[src/rtl/afifo_tb_pkg.sv]
// Types shared by the asynchronous FIFO producer side and its write arbiter.
package afifo_tb_pkg;

  typedef logic [7:0] data_t;
  typedef logic       bit_t;

  typedef enum logic [0:0] {
    IDLE  = 1'b0,
    GRANT = 1'b1
  } afifo_arb_state_t;

endpackage

[src/rtl/afifo_rr_pick.sv]
// Round-robin picker: first asserted request strictly after ptr, wrapping so ptr itself comes last.
module afifo_rr_pick #(
  parameter int N_REQ = 4
) (
  input  logic [N_REQ-1:0]         req,
  input  logic [$clog2(N_REQ)-1:0] ptr,
  output logic [$clog2(N_REQ)-1:0] idx,
  output logic                     any
);

  localparam int IDX_W = $clog2(N_REQ);

  logic [IDX_W-1:0] slot;

  // Walk from the farthest slot back to the nearest so the nearest valid one wins.
  always_comb begin
    idx  = '0;
    slot = '0;
    any  = |req;
    for (int k = N_REQ; k >= 1; k--) begin
      slot = IDX_W'((int'(ptr) + k) % N_REQ);
      if (req[slot]) idx = slot;
    end
  end

endmodule

[src/rtl/afifo_wr_arbiter.sv]
// Shares the FIFO push port between N_REQ write-domain producers with bounded-burst round robin.
module afifo_wr_arbiter
  import afifo_tb_pkg::*;
#(
  parameter int N_REQ = 4,
  parameter int BURST = 4,
  parameter int CNT_W = 16
) (
  input  logic              wrclk,
  input  logic              wr_rst,
  input  logic [N_REQ-1:0]  req_valid,
  input  data_t             req_data [N_REQ],
  output logic [N_REQ-1:0]  req_ready,
  input  logic              full,
  output logic              push,
  output data_t             data_in,
  output logic [N_REQ-1:0]  grant,
  output logic [CNT_W-1:0]  push_cnt
);

  localparam int IDX_W  = $clog2(N_REQ);
  localparam int BEAT_W = (BURST > 1) ? $clog2(BURST) : 1;

  afifo_arb_state_t  state_q, state_d;
  logic [IDX_W-1:0]  gnt_idx_q, gnt_idx_d;
  logic [IDX_W-1:0]  last_ptr_q, last_ptr_d;
  logic [BEAT_W-1:0] beat_cnt_q, beat_cnt_d;
  logic [CNT_W-1:0]  push_cnt_q, push_cnt_d;

  logic [IDX_W-1:0]  idleIdx, relIdx;
  logic              idleAny, relAny;
  logic              inGrant, ownerValid, lastBeat, releaseNow;

  afifo_rr_pick #(.N_REQ(N_REQ)) u_pick_idle (
    .req (req_valid),
    .ptr (last_ptr_q),
    .idx (idleIdx),
    .any (idleAny)
  );

  afifo_rr_pick #(.N_REQ(N_REQ)) u_pick_release (
    .req (req_valid),
    .ptr (gnt_idx_q),
    .idx (relIdx),
    .any (relAny)
  );

  // Reset gates every producer-facing output so nothing leaks out during the first reset cycle.
  always_comb begin
    inGrant    = (state_q == GRANT) && wr_rst;
    ownerValid = req_valid[gnt_idx_q];
    push       = inGrant && ownerValid && !full;
    lastBeat   = (beat_cnt_q == BEAT_W'(BURST - 1));
    releaseNow = inGrant && ((push && lastBeat) || !ownerValid);
    req_ready  = '0;
    grant      = '0;
    if (inGrant) begin
      req_ready[gnt_idx_q] = !full;
      grant[gnt_idx_q]     = 1'b1;
    end
    data_in = push ? req_data[gnt_idx_q] : '0;
  end

  always_comb begin
    state_d    = state_q;
    gnt_idx_d  = gnt_idx_q;
    last_ptr_d = last_ptr_q;
    beat_cnt_d = beat_cnt_q;
    push_cnt_d = push_cnt_q + CNT_W'(push);
    if (state_q == IDLE) begin
      if (idleAny) begin
        state_d    = GRANT;
        gnt_idx_d  = idleIdx;
        beat_cnt_d = '0;
      end
    end else if (releaseNow) begin
      last_ptr_d = gnt_idx_q;
      beat_cnt_d = '0;
      if (relAny) begin
        gnt_idx_d = relIdx;
      end else begin
        state_d = IDLE;
      end
    end else if (push) begin
      beat_cnt_d = beat_cnt_q + BEAT_W'(1);
    end
  end

  always_ff @(posedge wrclk) begin
    if (!wr_rst) begin
      state_q    <= IDLE;
      gnt_idx_q  <= '0;
      last_ptr_q <= IDX_W'(N_REQ - 1);
      beat_cnt_q <= '0;
      push_cnt_q <= '0;
    end else begin
      state_q    <= state_d;
      gnt_idx_q  <= gnt_idx_d;
      last_ptr_q <= last_ptr_d;
      beat_cnt_q <= beat_cnt_d;
      push_cnt_q <= push_cnt_d;
    end
  end

  assign push_cnt = push_cnt_q;

endmodule

[config.mk]
export PLATFORM = sky130hd
export DESIGN_NAME = afifo_wr_arbiter
export DESIGN_NICKNAME = d
export VERILOG_FILES = /design/src/rtl/afifo_tb_pkg.sv /design/src/rtl/afifo_rr_pick.sv /design/src/rtl/afifo_wr_arbiter.sv
export SDC_FILE = /design/constraint.sdc
export NUM_CORES = 1
export LEC_CHECK = 0
export ABC_CLOCK_PERIOD_IN_PS = 7200
export CAP_MARGIN = 20
export CORE_MARGIN = 2
export CORE_UTILIZATION = 45
export CTS_CLUSTER_SIZE = 24
export DETAILED_ROUTE_END_ITERATION = 6
export PLACE_DENSITY = 0.94
export SYNTH_ARGS = -nofsm -noshare
export SYNTH_HDL_FRONTEND = slang
export SYNTH_HIERARCHICAL = 1
export SYNTH_SLANG_ARGS = --single-unit
[constraint.sdc]
create_clock -name wrclk -period 7.2 [get_ports wrclk]
set_clock_uncertainty 0.2 [all_clocks]
set_input_delay 0.72 -clock wrclk [delete_from_list [all_inputs] [get_ports wrclk]]
set_output_delay 0.72 -clock wrclk [all_outputs]
set_load 0.05 [all_outputs]
==> impl.org <==
** Detailed routing
- In this run, the number of DRC markers left after iteration 0 of detailed routing was 74.
- Routed Antenna Nets :: 0
- DRC errors left :: 0
- Total length of routed wires :: 4020 microns
- Dividing the detail-routed via count by the number of cells gives 5.43.
- The routed layout has 1601 vias.
- For this run, the detailed router's first-pass iteration total came to 4.
- In the final routed layout, each cell accounts on average for 13.6 microns.

** Global routing
- For this run the aggregate overflow at the end of global routing stands at 0.
- Entering global routing, the biggest net connects 24 pins.
- The first global-routing pass estimated approximately 6800 microns of wire.
- In the global route stage, overall resource usage came out at between 20% and 30%.
- Vias in the first global route :: 1517
- The initial antenna violation count came to 0.

** STA
- The number of pins exceeding their max-slew limit in the final report was 0.
- Setup repair after global routing left no endpoint under its margin.
- Final setup slack of the worst path :: ~3000 ps
- Max Fclk :: 238 MHz
- Adding up every negative setup slack in the final design gives 0 ps.
- At the pin with the least slew margin, the transition time is 821 ps.
- Headroom to the max-slew limit :: a little under half
- Share of the cycle needed by the critical path after routing :: 58.2%
- Final Hold Fails :: 0
- Final critical-path required period :: 4190 ps
- Setup violations remaining at the end of the flow were counted as 0.

** Placed design
- Detail Placement HPWL :: roughly 3200 microns
- DP Area :: 0.00231 sq mm
- RD Place Congestion :: between 0.7 and 0.8
- Buffers placed on the I/O ports in this run total 71.
- Before CTS, the worst setup slack after placement is 3000 ps.

** Clocking
- Setup Buffers After CTS :: 0
- Clock sink total :: 23
- The longest clock path from root to sink contains 2 buffers.
- Clock-pin slew was measured on the worst setup and hold paths at 120 ps.
- After clock tree synthesis, the repair step resized 0 gates.
- TritonCTS buffer count :: 3
- CTS tree :: yes
- The clock reaches the later pin of the worst-skew pair after 310 ps.
- CTS root buffer :: sky130_fd_sc_hd__clkbuf_4
- Count of hold buffers inserted by post-cts repair :: 0
- Depth of the CTS H-tree :: 1

** Die
- Once the floorplan was initialized, standard cells occupied between 40% and 50% of the core.
- Placeable Area :: around 0.0034 sq mm
- 72 I/O pins were placed.
- Cell row count :: 21
- In this run the vertical extent of the chip is about 63 microns.
- The floorplan step set the die width to 63.3 microns.
- Area enclosed by the die boundary :: 0.00401 sq mm

** Yosys
- Synthesis instantiated 36 different standard cells from the library.
- Yosys Warn Count :: 6
- Sequential cells were found to cover 29.1% of the synthesized design area.
- Post-synthesis register bit count :: 23
- Dividing the synthesized area by the synthesized cell count gives 8.74 sq um.
- Net count after synthesis :: 224
- In this run the cell area of the synthesized design comes to 0.00158 sq mm.
- Post-Syn Instances :: ~180

** Flow run
- Max capacitance violation total :: 0

** Layout
- Relative to the synthesized area, the layout overhead comes to 47.7%.
- The number of antenna diodes in the final layout is 0.
- Finished Cell Area :: 0.00234 sq mm
- FF/Latch Area :: between 400 and 500 sq um
- Leaving out fill and tap cells, the most frequent cell in the layout is sky130_fd_sc_hd__clkdlybuf4s50_1.
- Proportion of layout cells with a drive suffix above 1 :: 9.64%
- The library cells used most frequently in the layout, excluding fill and tap cells, are sky130_fd_sc_hd__clkdlybuf4s50_1, sky130_fd_sc_hd__dfxtp_1, sky130_fd_sc_hd__nor2_1.
- After filler insertion, the fill cell instance count of the layout stands at 284.
- Final net count :: between 200 and 300
- Combined area of the multi-input logic cells :: 0.00105 sq mm

** Setup path
- Reg-to-reg critical path endpoint :: push_cnt[14]
- The setup path with the least slack is of type input port to primary output.
- The worst register-to-register path has a depth of 9.
- CP max FO :: 11
- STA classifies the critical path startpoint as an input port.
- Minimum setup slack among reg-to-reg paths :: 3850 ps
- Beginning of the worst register-to-register path :: gnt_idx_q[1]
- At the worst endpoint, the required time is 6280 ps.
- Data arrives at the worst endpoint at around 3300 ps.
- The worst setup path is captured at a primary output.

** Run status
- Outcome :: finished clean

** Worst hold path
- Worst hold-check path type :: flop to flop
- Start point of the worst hold path :: beat_cnt_q[1]
- Worst Hold Path EP :: beat_cnt_q[1]
- Counting instances, the worst hold path has a depth of 2.

** Power
- Across the VDD grid, the largest voltage drop is 0.150 mV.
- Leakage power figure :: 0.827 nW
- Power density cells :: around 130 mW/mm^2
## power breakdown
group	switching, mW	internal (mW)
clock network	0.0379	0.0208
registers	0.00944	0.131
logic	0.0479	0.0570
## worst max-delay path, cell delays in order
cell and delay (ps):
sky130_fd_sc_hd__clkdlybuf4s50_1 680, sky130_fd_sc_hd__nand2_1 180, sky130_fd_sc_hd__or2_2 350, sky130_fd_sc_hd__nand2b_1 320, sky130_fd_sc_hd__nor2b_1 210, sky130_fd_sc_hd__clkdlybuf4s50_1 820
## cell families after synthesis
kind of cell | count (synthesis) | synth area share [%]
AO/OA/AOI/OAI | 29 | 13.4
buffers and inverters | 13 | 4.27
adder cells (fa/ha/maj) | 4 | 3.16
XOR/XNOR | 10 | 5.53
AND/OR/NAND/NOR | 89 | 29.2
flip-flops | 23 | 29.1
multiplexers | 13 | 15.4
## synth_stat cells
cell type	n	share of area, %
sky130_fd_sc_hd__mux4_2	9	13
sky130_fd_sc_hd__nand2b_1	10	4.0
sky130_fd_sc_hd__buf_1	1	0.24
sky130_fd_sc_hd__o21ai_0	6	1.9
sky130_fd_sc_hd__and4_1	3	1.7
sky130_fd_sc_hd__nor2b_1	9	3.6
sky130_fd_sc_hd__xnor2_1	1	0.55
sky130_fd_sc_hd__xor2_1	9	5.0
sky130_fd_sc_hd__o21ai_2	1	0.55
sky130_fd_sc_hd__mux2_2	1	0.71
sky130_fd_sc_hd__mux2i_1	3	1.9
sky130_fd_sc_hd__and2b_1	2	0.95
sky130_fd_sc_hd__nand2_1	12	2.8
sky130_fd_sc_hd__o221ai_2	4	3.8
sky130_fd_sc_hd__buf_2	3	0.95
sky130_fd_sc_hd__a21oi_1	8	2.5
sky130_fd_sc_hd__buf_6	2	1.4
sky130_fd_sc_hd__or3_1	4	1.6
sky130_fd_sc_hd__and3_1	2	0.79
sky130_fd_sc_hd__a22oi_1	2	0.95
sky130_fd_sc_hd__nor3_1	3	0.95
sky130_fd_sc_hd__ha_1	4	3.2
sky130_fd_sc_hd__clkbuf_1	2	0.47
sky130_fd_sc_hd__o22ai_1	1	0.40
sky130_fd_sc_hd__inv_1	4	0.95
sky130_fd_sc_hd__clkinv_1	1	0.24
sky130_fd_sc_hd__nand4_1	5	2.0
sky130_fd_sc_hd__o211ai_1	1	0.47
sky130_fd_sc_hd__nand3_1	13	4.1
sky130_fd_sc_hd__and2_1	3	1.2
sky130_fd_sc_hd__a31oi_1	2	0.79
sky130_fd_sc_hd__o21ai_1	1	0.32
sky130_fd_sc_hd__a21oi_2	3	1.7
sky130_fd_sc_hd__dfxtp_1	23	29
sky130_fd_sc_hd__or2_2	1	0.40
sky130_fd_sc_hd__nor2_1	22	5.2
## layout make-up
| cell class | instances | share of cell area [%] |
|---|---|---|
| Multi-Input combinational cell | 145 | 45.1 |
| Timing Repair Buffer | 72 | 30.7 |
| Sequential cell | 23 | 19.7 |
| Tap cell | 46 | 2.46 |
| Clock buffer | 3 | 0.964 |
| Inverter | 5 | 0.803 |
| Clock inverter | 1 | 0.214 |
## registers in the layout, indices dropped and copies added, names as in the netlist
register and cells:
beat_cnt_q 2, push_cnt 16, last_ptr_q 2, gnt_idx_q 2, state_q 1
## per-stage QoR
step / total power [mW] / hold slack [ps] / utilization [%] / cells
5_1_grt: 0.321 / 319 / 69.5 / 295
3_3_place_gp: 0.247 / 258 / 68.7 / 291
3_5_place_dp: 0.249 / 271 / 68.7 / 291
4_1_cts: 0.306 / 287 / 69.5 / 295
6_report: 0.304 / 289 / 69.5 / 295
2_1_floorplan: 0.213 / 240 / - / 181
## worst max path at each step
stage / start / to / slack, ps / depth (start not counted)
finish: wr_rst / data_in[3] / 3010 / 6
global route: wr_rst / data_in[5] / 2900 / 6
CTS: wr_rst / data_in[3] / 3000 / 6
detailed placement: wr_rst / data_in[3] / 3000 / 6
global placement: wr_rst / push / 3050 / 6
floorplan: wr_rst / push_cnt[14] / 3900 / 10
## routing by layer
metal / up-vias / track usage, % / part of all wire (%)
met1: 750 / 25.2 / 39
met4: 0 / 5.71 / 1.0
met5: - / 0 / 0
li1: 793 / - / -
met3: 6 / 5.00 / 5.3
met2: 52 / 35.9 / 55
(Power assumes the default switching activity.)
==> patch, RTL diff (same flow settings) <==
Change the parameter `BURST` from 4 to 2.
--- a/src/rtl/afifo_wr_arbiter.sv
+++ b/src/rtl/afifo_wr_arbiter.sv
@@ -4,5 +4,5 @@
 #(
   parameter int N_REQ = 4,
-  parameter int BURST = 4,
+  parameter int BURST = 2,
   parameter int CNT_W = 16
 ) (
Function: changed (a bounded check fails within 4 cycles, from zero or initial values and one cycle with wr_rst low).
==> patch against the unedited design <==
  * Wire length is 2.5% lower
  * Fmax is 1.3% higher
  * Power is 3.6% lower
  * Sequential share of layout area is 0.59 points lower
  * Count of clock-buffer cells in the layout is 1 higher
  * Register-to-register slack better by 0.21 ns
  * Sequential cell count is 1 lower
  * Final area is 1.4% lower
  * Worst setup slack better by 0.054 ns
  * Area after synthesis is 2.5% lower
==> patch: results <==
setup_path:
  worstPathMaxFanout: 10
  arrival_ns: 3.22
outcome:
  status: "finished clean"
clock_tree:
  htreeDepth: 1
  postCtsSetupRepairBufs: 0
  cts.clk_slew.worst_paths_ns: 0.12
  clockRootBuffer: "clkbuf_4"
  cts_made_buffers: 3
  cts_buffer_depth: 2
  clk_latency_ns: 0.30
  cts_resized: 0
grt:
  grt_use_total_pct: 20.3
  gr-usage-met1_pct: 27.5
  use_met2_pct: 34.7
  grt_pass1_wl_um: 6620
  grt_util_met3_pct: 3.06
  antenna_found_initial: 0
  grt_pass1_vias: 1387
  grt_max_degree: 23
  grt_most_used_layer: "met2"
synth:
  ys_seq_area_share_pct: 28.5
  synth_warnings: 6
  synth.distinct_cells: 36
  synth_nets: 220
  async_reset_ff_share_pct: 0
  post_synth_inst_count: 178
  synth_edf_count: 0
  synthFlopType: "dfxtp_1"
  ys_top_cells_by_count: "nor2_1, dfxtp_1, nand2b_1"
  synth_top_cells_by_area: "dfxtp_1, mux4_2, nor2_1, nand2b_1, xnor2_1"
layout:
  nets: 288
  final_layout_size_suffix_gt1_share_pct: 8.16
  largest_register_ffs: 16
  n_antenna_cell: 0
sta:
  tightest_slew_ns: 0.860
route:
  dr_total_vias: 1550
  wl_per_cell_um: 13.5
  drtPass1Iterations: 4
  drt_iter0_markers: 114
  drt-vias-per-instance: 5.33
placement:
  dp_hpwl_um: 3100
  portBuffers: 71
  gp_congestion: 0.836
worst_hold_path:
  min_path_type: "reg2reg"
power_and_ir_drop:
  ir_worst_vdd_uv: 130
  p_leak_nw: 0.841
==> patch: cell count changes in the layout (fill, tap and decap cells not counted), sizes merged, moves of 4 or more <==
cell,change
nor2b,-9
xor2,-4
nand3,-5
nor2,+4
o21ai,-6
nand2b,+4
xnor2,+5
and3,+6
==> patch: cells by family after synthesis <==
kind of cell / Yosys count / synth area share, %
compound gates: 23 / 12.2
simple gates: 91 / 30.0
fa+ha+maj: 3 / 2.43
buf+inv: 14 / 4.22
flops: 22 / 28.5
xor+xnor: 11 / 6.24
mux: 14 / 16.4
==> patch: worst max-delay path: stages <==
cell	delay (ns)
clkdlybuf4s50_1	0.65
nand2_1	0.30
nor2_1	0.48
and3_1	0.25
clkdlybuf4s50_1	0.82
==> patch: final cells by class <==
cell class	instances	area, um^2
Multi-Input combinational cell	142	1040
Sequential cell	22	440
Tap cell	46	57.6
Clock buffer	4	36.3
Inverter	6	22.5
Fill cell	260	1010
Timing Repair Buffer	71	711
==> patch: layer usage <==
metal | vias up | routed length (um) | share of wire (%)
li1 | 769 | - | -
met1 | 726 | 1670 | 43
met2 | 49 | 2050 | 52
met3 | 6 | 174 | 4.4
met4 | 0 | 30 | 0.76
met5 | - | 0 | 0
==> patch: worst paths after layout <==
check	from	to	slack, ns	cells past startpoint
max reg2reg	gnt_idx_q[0]$_SDFFE_PN0P_	push_cnt[12]$_SDFF_PN0_	4.06	9
min	push_cnt[13]$_SDFF_PN0_	push_cnt[13]$_SDFF_PN0_	0.32	2
max	wr_rst	data_in[6]	3.06	5
min reg2reg	push_cnt[13]$_SDFF_PN0_	push_cnt[13]$_SDFF_PN0_	0.32	2
==> patch: where the power goes <==
group | internal, mW | switching [mW] | total [mW]
registers | 0.125 | 0.0127 | 0.138
logic | 0.0515 | 0.0382 | 0.0897
clock network | 0.0308 | 0.0348 | 0.0656
